<file path="config.mk">
export PLATFORM = sky130hd
export DESIGN_NAME = aes_inv_mixcol_serial
export DESIGN_NICKNAME = d
export VERILOG_FILES = /design/src/rtl/aes_pkg.sv /design/src/rtl/aes_inv_mixcol_col.sv /design/src/rtl/aes_inv_mixcol_serial.sv
export SDC_FILE = /design/constraint.sdc
export NUM_CORES = 1
export LEC_CHECK = 0
export ABC_AREA = 1
export CORE_MARGIN = 2
export CORE_UTILIZATION = 45
export CTS_BUF_LIST = sky130_fd_sc_hd__clkbuf_16
export DETAILED_ROUTE_END_ITERATION = 12
export GPL_TIMING_DRIVEN = 0
export PLACE_DENSITY = 0.77
export SYNTH_ARGS = -nofsm -noshare
export SYNTH_HDL_FRONTEND = slang
export SYNTH_HIERARCHICAL = 1
export SYNTH_SLANG_ARGS = --single-unit
</file>
<file path="constraint.sdc">
create_clock -name i_Clk -period 7.06 [get_ports i_Clk]
set_clock_uncertainty 0.2 [all_clocks]
set_input_delay 1.412 -clock i_Clk [delete_from_list [all_inputs] [get_ports i_Clk]]
set_output_delay 1.412 -clock i_Clk [all_outputs]
set_load 0.01 [all_outputs]
</file>
<file path="src/rtl/aes_pkg.sv">
// Shared types and helpers for the AES column engines: widths, GF(2^8) reduction,
// FSM encoding and column select/replace over a 128-bit state (column 0 = MSBs).
package aes_pkg;

    localparam int unsigned BYTE_W  = 8;
    localparam int unsigned COL_W   = 32;
    localparam int unsigned STATE_W = 128;

    localparam logic [BYTE_W-1:0] GF_RED = 8'h1B;

    typedef enum logic [1:0] {
        ST_IDLE = 2'd0,
        ST_RUN  = 2'd1,
        ST_DONE = 2'd2
    } state_t;

    function automatic logic [BYTE_W-1:0] xtime(input logic [BYTE_W-1:0] b);
        return {b[BYTE_W-2:0], 1'b0} ^ (b[BYTE_W-1] ? GF_RED : 8'h00);
    endfunction

    function automatic logic [COL_W-1:0] col_get(input logic [STATE_W-1:0] s,
                                                 input logic [1:0]         idx);
        logic [COL_W-1:0] c;
        case (idx)
            2'd0:    c = s[127:96];
            2'd1:    c = s[95:64];
            2'd2:    c = s[63:32];
            default: c = s[31:0];
        endcase
        return c;
    endfunction

    function automatic logic [STATE_W-1:0] col_put(input logic [STATE_W-1:0] s,
                                                   input logic [1:0]         idx,
                                                   input logic [COL_W-1:0]   c);
        logic [STATE_W-1:0] r;
        r = s;
        case (idx)
            2'd0:    r[127:96] = c;
            2'd1:    r[95:64]  = c;
            2'd2:    r[63:32]  = c;
            default: r[31:0]   = c;
        endcase
        return r;
    endfunction

endpackage

</file>
<file path="src/rtl/aes_inv_mixcol_col.sv">
// Combinational InvMixColumns of one 32-bit column (byte 0 = MSB), built from
// shared xtime chains per byte.
module aes_inv_mixcol_col
    import aes_pkg::*;
(
    input  logic [COL_W-1:0] col,
    output logic [COL_W-1:0] res
);

    typedef struct packed {
        logic [BYTE_W-1:0] m9;
        logic [BYTE_W-1:0] mb;
        logic [BYTE_W-1:0] md;
        logic [BYTE_W-1:0] me;
    } inv_mul_t;

    function automatic inv_mul_t inv_mul(input logic [BYTE_W-1:0] b);
        logic [BYTE_W-1:0] x2, x4, x8;
        inv_mul_t m;
        x2   = xtime(b);
        x4   = xtime(x2);
        x8   = xtime(x4);
        m.m9 = x8 ^ b;
        m.mb = m.m9 ^ x2;
        m.md = m.m9 ^ x4;
        m.me = x8 ^ x4 ^ x2;
        return m;
    endfunction

    inv_mul_t m0, m1, m2, m3;

    assign m0 = inv_mul(col[31:24]);
    assign m1 = inv_mul(col[23:16]);
    assign m2 = inv_mul(col[15:8]);
    assign m3 = inv_mul(col[7:0]);

    // Row i uses coefficients {E,B,D,9} starting at byte i, wrapping around.
    assign res = {m0.me ^ m1.mb ^ m2.md ^ m3.m9,
                  m1.me ^ m2.mb ^ m3.md ^ m0.m9,
                  m2.me ^ m3.mb ^ m0.md ^ m1.m9,
                  m3.me ^ m0.mb ^ m1.md ^ m2.m9};

endmodule

</file>
<file path="src/rtl/aes_inv_mixcol_serial.sv">
// Serial AddRoundKey + InvMixColumns, one column per cycle with valid/ready handshakes.
// Optional AES_INVMC_LASTROUND_EN adds i_fLast to bypass InvMixColumns for a block.
module aes_inv_mixcol_serial
    import aes_pkg::*;
#(
    parameter int unsigned NCOL  = 4,
    parameter int unsigned CNT_W = 2
) (
    input  logic               i_Clk,
    input  logic               i_Rst_n,
    input  logic               i_Valid,
    output logic               o_Ready,
    input  logic [STATE_W-1:0] i_D,
    input  logic [STATE_W-1:0] i_Key,
`ifdef AES_INVMC_LASTROUND_EN
    input  logic               i_fLast,
`endif
    output logic               o_Valid,
    input  logic               i_Ready,
    output logic [STATE_W-1:0] o_D
);

    state_t             state, state_nxt;
    logic [CNT_W-1:0]   cnt;
    logic [STATE_W-1:0] work;
    logic [COL_W-1:0]   col_cur, col_new;
    logic               accept, last_col, skip_run;

    assign accept   = i_Valid && (state == ST_IDLE);
    assign last_col = (cnt == CNT_W'(NCOL - 1));

`ifdef AES_INVMC_LASTROUND_EN
    assign skip_run = i_fLast;
`else
    assign skip_run = 1'b0;
`endif

    assign col_cur = col_get(work, cnt);

    aes_inv_mixcol_col u_col (
        .col (col_cur),
        .res (col_new)
    );

    always_comb begin
        state_nxt = state;
        o_Ready   = 1'b0;
        o_Valid   = 1'b0;
        case (state)
            ST_IDLE: begin
                o_Ready = 1'b1;
                if (accept) state_nxt = skip_run ? ST_DONE : ST_RUN;
            end
            ST_RUN: begin
                if (last_col) state_nxt = ST_DONE;
            end
            ST_DONE: begin
                o_Valid = 1'b1;
                if (i_Ready) state_nxt = ST_IDLE;
            end
            default: state_nxt = ST_IDLE;
        endcase
    end

    always_ff @(posedge i_Clk or negedge i_Rst_n) begin
        if (!i_Rst_n) begin
            state <= ST_IDLE;
            cnt   <= '0;
            work  <= '0;
        end else begin
            state <= state_nxt;
            if (accept) begin
                work <= i_D ^ i_Key;
                cnt  <= '0;
            end else if (state == ST_RUN) begin
                work <= col_put(work, cnt, col_new);
                cnt  <= cnt + CNT_W'(1);
            end
        end
    end

    assign o_D = work;

endmodule
</file>
* After elaboration in Yosys (flattened, before gate mapping)
Index checks and enable logic that the tools add are counted.
** Storage, ports and cells
- Bits in registers :: 132
- Input bits :: 260
- Output and inout port bits :: 130
- Word-level logic and storage cells :: 101
** Cells by class
- Add/subtract/negate cells :: 1
- Equal/unequal tests :: 9
- Muxes and demuxes :: 27
- Bitwise logic cells :: 45
- Reductions and logical operators :: 13
** Operators with widths (count)
- 8-bit bitwise XOR :: 44
- 128-bit 2-to-1 mux :: 2
- 32-bit 2-to-1 mux :: 4
- 128-bit bitwise XOR :: 1
- 32-bit case mux with 3 select lines :: 1
- 5-bit 2-to-1 mux :: 12
- 2-bit 2-to-1 mux :: 5
- 2-bit AND reduction :: 4
- 2-bit nonzero test :: 4
- 2-bit equality test, second input constant :: 3
- 2-bit inequality test, second input constant :: 3
- 2-bit case mux with 3 select lines :: 1
- 2-bit by 1-bit equality test with 1-bit output, second input constant :: 2
- 2-bit logical NOT :: 2
- 3-bit AND reduction :: 1
- 3-bit OR reduction :: 1
- 2-bit by 1-bit adder with 2-bit output, second input constant :: 1
- 1-bit 2-to-1 mux :: 2
- 2-bit by 1-bit inequality test with 1-bit output, second input constant :: 1
- 1-bit logical AND :: 1

* Longest topological paths before layout
Gate-level depths: netlist of the first run.
- Depth after elaboration :: 16
- Depth in mapped cells :: 26
- Depth with buffers taken out :: 23

* By module
The synthesis of the first run kept the hierarchy.
** Modules (own cells, without submodules)
- aes_inv_mixcol_serial :: times used 1, cells an instance 1504, area each 9248.9 µm²
- aes_inv_mixcol_col :: times used 1, cells an instance 733, area each 3875.0 µm²

* Least setup slack after synthesis of the first run
No wires, ideal clock.
- Path type :: flip-flop to flip-flop
- Start :: register cnt[0]
- End :: register work[108] (netlist: o_D[108])
- Library setup time :: 69 ps
- Arrival time :: 2664 ps
- Setup slack :: 4127 ps
- Cell stages (with the launch flop) :: 21
- Buffers on the path :: 3
- Cell sequence :: dfrtp_1 > inv_1 > ha_1 > buf_2 > buf_1 > nand2_1 > nand3_1 > nand2_1 > nand2_1 > buf_6 > inv_4 > nand2_1 > nand2_1 > xnor2_1 > nand2_1 > nand2_1 > nand2_1 > nand2_1 > xor2_1 > nand4_1 > nand3_1
** Between the ends
- Elaborated cells on any way between the ends :: 42
- Classes of those cells :: 2 x eq/ne; 15 x mux; 22 x bitwise; 3 x reduce/logical
** RTL lines
- from (decl) :: RTL line aes_inv_mixcol_serial.sv:24 : logic [CNT_W-1:0] cnt;
- from (signal assigned) :: RTL line aes_inv_mixcol_serial.sv:77 : cnt <= cnt + CNT_W'(1);
- 2-bit equality test (tied with other cells) :: RTL line aes_pkg.sv:24 : case (idx)
- 32-bit case mux with 3 select lines * :: RTL line aes_pkg.sv:24
- named net col_cur[21] :: RTL line aes_inv_mixcol_serial.sv:26 : logic [COL_W-1:0] col_cur, col_new;
- 8-bit bitwise XOR * (2 in a row) :: RTL line aes_pkg.sv:18 : return {b[BYTE_W-2:0], 1'b0} ^ (b[BYTE_W-1] ? GF_RED : 8'h00);
- 5-bit 2-to-1 mux * :: RTL line aes_pkg.sv:18
- 8-bit bitwise XOR * :: RTL line aes_pkg.sv:18
- 8-bit bitwise XOR * :: RTL line aes_inv_mixcol_col.sv:23 : m.m9 = x8 ^ b;
- 8-bit bitwise XOR * :: RTL line aes_inv_mixcol_col.sv:40 : m2.me ^ m3.mb ^ m0.md ^ m1.m9,
- named net col_new[12] :: RTL line aes_inv_mixcol_serial.sv:26
- 32-bit 2-to-1 mux * :: RTL line aes_pkg.sv:38 : case (idx)
- 128-bit 2-to-1 mux * :: RTL line aes_inv_mixcol_serial.sv:75 : end else if (state == ST_RUN) begin
- 128-bit 2-to-1 mux * :: RTL line aes_inv_mixcol_serial.sv:72 : if (accept) begin
- to (signal assigned) :: RTL line aes_inv_mixcol_serial.sv:73 : work <= i_D ^ i_Key;
- to (signal assigned) :: RTL line aes_inv_mixcol_serial.sv:76 : work <= col_put(work, cnt, col_new);
- to (decl) :: RTL line aes_inv_mixcol_serial.sv:25 : logic [STATE_W-1:0] work;
The timed path passes the listed nets; every way through them passes the cells marked *. The select of a mux whose other input is x is not followed.
A chain may end at the register's enable or synchronous reset.

* Worst setup path after layout of the first run
- Start :: register cnt[0]
- End :: register work[44] (netlist: o_D[44])
** Between the ends
- Elaborated cells on any way between the ends :: 42
- Classes of those cells :: 2 x eq/ne; 15 x mux; 22 x bitwise; 3 x reduce/logical
** RTL lines (RTL line)
- 2-bit equality test (tied with other cells) :: aes_pkg.sv:24
- 32-bit case mux with 3 select lines * :: aes_pkg.sv:24
- named net col_cur[22] :: aes_inv_mixcol_serial.sv:26
- 8-bit bitwise XOR * :: aes_pkg.sv:18
- 5-bit 2-to-1 mux * :: aes_pkg.sv:18
- 8-bit bitwise XOR * (2 in a row) :: aes_pkg.sv:18
- 8-bit bitwise XOR * :: aes_inv_mixcol_col.sv:23
- 8-bit bitwise XOR * :: aes_inv_mixcol_col.sv:40
- named net col_new[12] :: aes_inv_mixcol_serial.sv:26
- 32-bit 2-to-1 mux * :: aes_pkg.sv:38
- 128-bit 2-to-1 mux * :: aes_inv_mixcol_serial.sv:75
- 128-bit 2-to-1 mux * :: aes_inv_mixcol_serial.sv:72
Marked as above.

==> results of run 1 <==
==> area by class of cell <==
class                           count  area, µm²  area share [%]
Multi-Input combinational cell   1770       8370            46.2
Timing Repair Buffer              390       3920            21.7
Sequential cell                   132       3300            18.2
Inverter                          224        866            4.78
Buffer                            111        583            3.22
Tap cell                          384        480            2.65
Clock buffer                       17        425            2.35
Clock inverter                     15        154           0.850
==> routing by layer <==
metal	wire (µm)	part of all wire (%)
met1	22200	37
met2	28700	48
met3	5900	9.8
met4	3090	5.2
met5	0	0
==> sequential cells by signal, summed over array words and instances (netlist names) <==
name,cells
o_D,128
state,2
cnt,2
==> critical path: cells and delay by family (launching register included) <==
kind | cells | cell delay, ps
and+or+nand+nor | 12 | 1690
adders and majority gates | 1 | 190
xor gates and xnor gates | 2 | 950
buffers and inverters | 4 | 1040
DFF | 1 | 430
==> worst max-delay path by stage <==
stage,startpoint,endpoint,cells after the start
after detailed placement,cnt[0],o_D[44],19
after CTS,cnt[0],o_D[44],19
after floorplan,cnt[0],o_D[108],20
after global placement,i_Rst_n,o_D[18],1
final,cnt[0],o_D[44],19
after global routing,cnt[0],o_D[44],20
==> cell usage in the layout, fill, tap and decap left out, types with 10 or more instances in the layout <==
cell / netlist / layout
nand2_1: 826 / 826
xnor2_1: 41 / 41
clkbuf_16: 0 / 17
nand4_1: 98 / 98
buf_4: 11 / 11
dfrtp_1: 132 / 132
clkdlybuf4s50_1: 0 / 388
xor2_1: 82 / 82
buf_2: 45 / 45
buf_1: 14 / 14
clkbuf_1: 31 / 31
buf_6: 9 / 10
nand2_2: 24 / 24
nor2_1: 260 / 260
inv_1: 211 / 212
nand3_1: 404 / 404
==> logic make-up after synthesis <==
logic type                 Yosys count
adders and majority gates            4
buffers and inverters              335
AOI/OAI and AO/OA                    4
and+or+nand+nor                   1627
xor gates and xnor gates           135
DFF                                132
==> per-stage QoR <==
step,setup slack (ps),hold WS (ps)
after floorplan,4130,292
after global placement,-1190,319
after detailed placement,2730,322
after CTS,2710,338
after global routing,2420,362
final,2480,337
==> flow_summary.json, run 1 <==
{
  "wl_mm": 59.9,
  "ys.warnings.count": 6,
  "cts-buffers-inserted": 17,
  "hold_path.class": "flop to flop",
  "clock_latency_ps": 440,
  "num_io_pins": 390,
  "ant_nets": 0,
  "stdcell_count": 3043,
  "die_h_um": 175,
  "grtUsageMet2_pct": 65.2,
  "finalInstanceArea_um2": 18100,
  "top_usage_layer": "met2",
  "fin_crit_ps": 4580,
  "dr.pass1.iters": 6,
  "drive_gt1_share_pct": 5.87,
  "hold_depth": 2,
  "synth_seq_area_share_pct": 25.2,
  "setup_tns_ps": 0,
  "fmax_ghz": 0.218,
  "rsz0062_at_grt": "no",
  "yosysTopAreaCellShare_pct": 25.2,
  "n_antenna_cell": 0,
  "die_w_um": 175,
  "placed_cells": 3011,
  "hp-start": "o_D[70]",
  "finalHoldViolCount": 0,
  "grt_max_degree": 69,
  "reg2reg_slack_ps": 2480,
  "nets": 2910,
  "r2r_start": "cnt[0]",
  "async_flop_share_pct": 100,
  "grt_pass1_wl_mm": 87.9,
  "synth_compound_area_share_pct": 0.153,
  "synthTopCellsByCount": "826 x nand2_1, 404 x nand3_1, 260 x nor2_1",
  "hpwl_mm": 48.7,
  "wl_per_cell_um": 19.7,
  "synth_edf_count": 0,
  "clock-root-buffer": "clkbuf_16",
  "syn_inst": 2237,
  "cts.repair.resized": 0,
  "clk_pin_slew_worst_paths_ps": 60,
  "worst-setup-path-type": "flop to flop",
  "antenna_found_initial": 0,
  "postCtsSetupBuffers": 0,
  "synth.avg_cell_area_um2": 5.87,
  "cts_buffer_depth": 2,
  "slew_headroom_pct": 39.5,
  "overflow": 0,
  "num_rows": 62,
  "rr_endpoint": "o_D[44]",
  "synth-xor-area-share_pct": 9.95,
  "critPathMaxStageDelay_ps": 610,
  "cts-hold-fix-buffers": 0,
  "crit_chain": "inv_1, ha_1, buf_2, buf_1, nand2_1, nand3_1, nand2_1, nand2_1, inv_2, nand2_4, nand2_4, xnor2_1, nand2_1, nand2_1, nand2_1, nand2_1, xor2_1, nand4_1, nand3_1",
  "synthSimpleGateAreaFrac_pct": 53.3,
  "drc": 0,
  "yosysUniqueCellTypes": 31,
  "synth_area_leaders": "dfrtp_1 25%, nand2_1 24%, nand3_1 15%",
  "setup_viol": 0,
  "hold-path-endpoint": "o_D[70]",
  "final_util_pct": 63.1,
  "htreeDepth": 4,
  "grt_usage_pct": 37.9,
  "cp.required_ps": 7220,
  "dieArea_um2": 30500,
  "synthFlopType": "dfrtp_1",
  "yosysTopAreaCell": "dfrtp_1",
  "syn_nets": 2501,
  "critical_path_arrival_ps": 4740,
  "cts.sinks": 132,
  "grt_util_met1_pct": 44.7,
  "dpl-instance-area_um2": 17500,
  "viasPerCell": 5.47,
  "port-buffer-count": 389,
  "maxCapViolCount": 0,
  "cp_common_cell": "nand2_1",
  "dr_total_vias": 16600,
  "fillCellCount": 2791,
  "synth_most_common_cell": "nand2_1",
  "synth_top_family_by_area": "simple AND/OR/NAND/NOR gates",
  "synthAdderAreaFrac_pct": 0.381,
  "syn_to_final_growth_pct": 38.0,
  "status": "complete, no violations",
  "cts_tree": "yes",
  "cp-end-kind": "flop",
  "place_congestion": 1.09,
  "slew_violations": 0,
  "grtUsageMet3_pct": 8.75,
  "startpoint_type": "flop",
  "syn-cell-area_um2": 13100,
  "r2r_cells": 19,
  "crit_slowest_cell": "xor2_1",
  "drt_iter0_markers": 1818,
  "muxShareOfSynthArea_pct": 0,
  "worstMarginPinSlew_ps": 901,
  "crit_fanout": 10,
  "synth-seq-cells": 132,
  "post-route-period-util_pct": 64.8,
  "core_area_um2": 28700,
  "start_util_pct": 45.7,
  "first_global_vias": 15300
}
Power of run 1 is not shown: default switching activity piles up to over one toggle a cycle in this logic, so the estimate is an artifact.
==> inputs of run 2 (changes only) <==
Settings changed: CORE_UTILIZATION 45 to 44, PLACE_DENSITY 0.77 to 0.78.
Clock period 7.06 ns to 4.2 ns, I/O delays scaled along.
==> run 2 against run 1 <==
Final cell count up 0.16%. Setup slack worse by 2300 ps. Utilization down 1.4 points. Die area up 2.2%. Fmax up 13%. Sequential cell count unchanged. Sequential share of layout area down 0.089 points. Wire length about the same. Clock-buffer cell count unchanged. Cell area up 0.49%.
==> flow_summary.json, run 2 (same netlist as run 1, synthesis figures left out) <==
{
  "slew_violations": 0,
  "cts_buffer_depth": 2,
  "crit_chain": "inv_1, ha_1, buf_2, buf_2, nand2_1, nand3_1, nand2_1, nand2_1, buf_4, inv_4, nand2_1, nand2_2, xor2_1, xnor2_1, xnor2_1, nand4_1, nand3_1",
  "startpoint_type": "flop",
  "top_usage_layer": "met2",
  "cp-end-kind": "flop",
  "critPathMaxStageDelay_ps": 730,
  "fmax_ghz": 0.248,
  "num_rows": 63,
  "cp.required_ps": 4370,
  "grt_usage_pct": 37.6,
  "final_common_cell": "nand2_1",
  "crit_fanout": 10,
  "drc": 0,
  "cts_tree": "yes",
  "dp_slack_ps": -170,
  "finalHoldViolCount": 0,
  "grt_util_met1_pct": 45.1,
  "core_area_um2": 29500,
  "path_delay_family": "XOR/XNOR gates",
  "htreeDepth": 4,
  "status": "complete, no violations",
  "hold_path.class": "input port to async pin",
  "setup_ws_ps": 164,
  "maxCapViolCount": 0,
  "largest_reg_flops": 128,
  "ant_nets": 0,
  "antenna_found_initial": 0,
  "worst-setup-path-type": "flop to flop",
  "cts-buffers-inserted": 17,
  "grtUsageMet3_pct": 7.47,
  "dr.pass1.iters": 6,
  "syn_to_final_growth_pct": 38.6,
  "drt_iter0_markers": 1954,
  "worstMarginPinSlew_ps": 956,
  "place_congestion": 1.05,
  "nets": 2910,
  "clock_latency_ps": 440,
  "cp_common_cell": "nand2_1",
  "critical_path_buf_inv_count": 5,
  "drive_gt1_share_pct": 6.51,
  "hpwl_mm": 49.1,
  "n_antenna_cell": 0,
  "cts.sinks": 132,
  "post-route-period-util_pct": 96.1,
  "start_util_pct": 44.5,
  "dieArea_um2": 31200,
  "critical_path_arrival_ps": 4200,
  "fin_crit_ps": 4040,
  "overflow": 0,
  "setup_viol": 0,
  "num_io_pins": 390,
  "grtUsageMet2_pct": 63.8,
  "wl_mm": 60.0,
  "viasPerCell": 5.48,
  "clk_pin_slew_worst_paths_ps": 70,
  "grt_pass1_wl_mm": 88.6,
  "port-buffer-count": 389,
  "crit_slowest_cell": "xnor2_1",
  "grt_max_degree": 68,
  "dr_total_vias": 16700,
  "mostFrequentLayoutCells": "825 x nand2_1, 404 x nand3_1, 388 x clkdlybuf4s50_1, 260 x nor2_1, 211 x inv_1",
  "wl_per_cell_um": 19.7,
  "slew_headroom_pct": 35.8,
  "die_h_um": 177,
  "first_global_vias": 15500,
  "clock-root-buffer": "clkbuf_16",
  "die_w_um": 177
}
run 2: cell count changes in the layout (fill, tap and decap cells not counted), sizes merged:
cell and delta:
inv -1, clkbuf +2, buf -2
run 2: path summary, 6_finish.rpt:
check	start	to	slack [ps]	depth (start not counted)
max	cnt[0]	o_D[72]	160	17
max in group asynchronous	i_Rst_n	o_D[7]	2810	2
max reg2reg	cnt[0]	o_D[72]	160	17
min in group i_Clk	o_D[47]	o_D[47]	340	2
min	i_Rst_n	o_D[59]	180	1
min reg2reg	o_D[47]	o_D[47]	340	2
run 2: repair_timing:
item,in CTS,in global routing
resized for setup,7,15
hold buffers,0,0
buffers inserted,0,0
endpoints found under the setup margin,4,60
run 2: metrics by stage:
stage	utilization (%)	std cells	instance area, µm²	setup TNS (ps)	hold WS (ps)
5_1_grt	61.7	3048	18200	-6.86	237
3_5_place_dp	59.5	3017	17500	-449	320
3_3_place_gp	59.4	3016	17500	-441380	318
2_1_floorplan	-	2237	13100	0	292
4_1_cts	61.5	3048	18100	0	221
6_report	61.7	3048	18200	0	182
run 2: area by class of cell:
class	count	area, µm²
fill	2852	11300
multi-input combinational	1770	8440
timing repair buffer	390	3920
sequential	132	3300
inverter	224	866
buffer	111	596
tap	390	488
clock buffer	17	425
clock inverter	14	153
run 2: per-layer routing:
layer  vias up  share of wire [%]
li1       7873                  -
met1      7622                 37
met2       981                 47
met3       229                 10
met4         0                5.8
met5         -                  0
Power of run 2 is left out for the same reason.
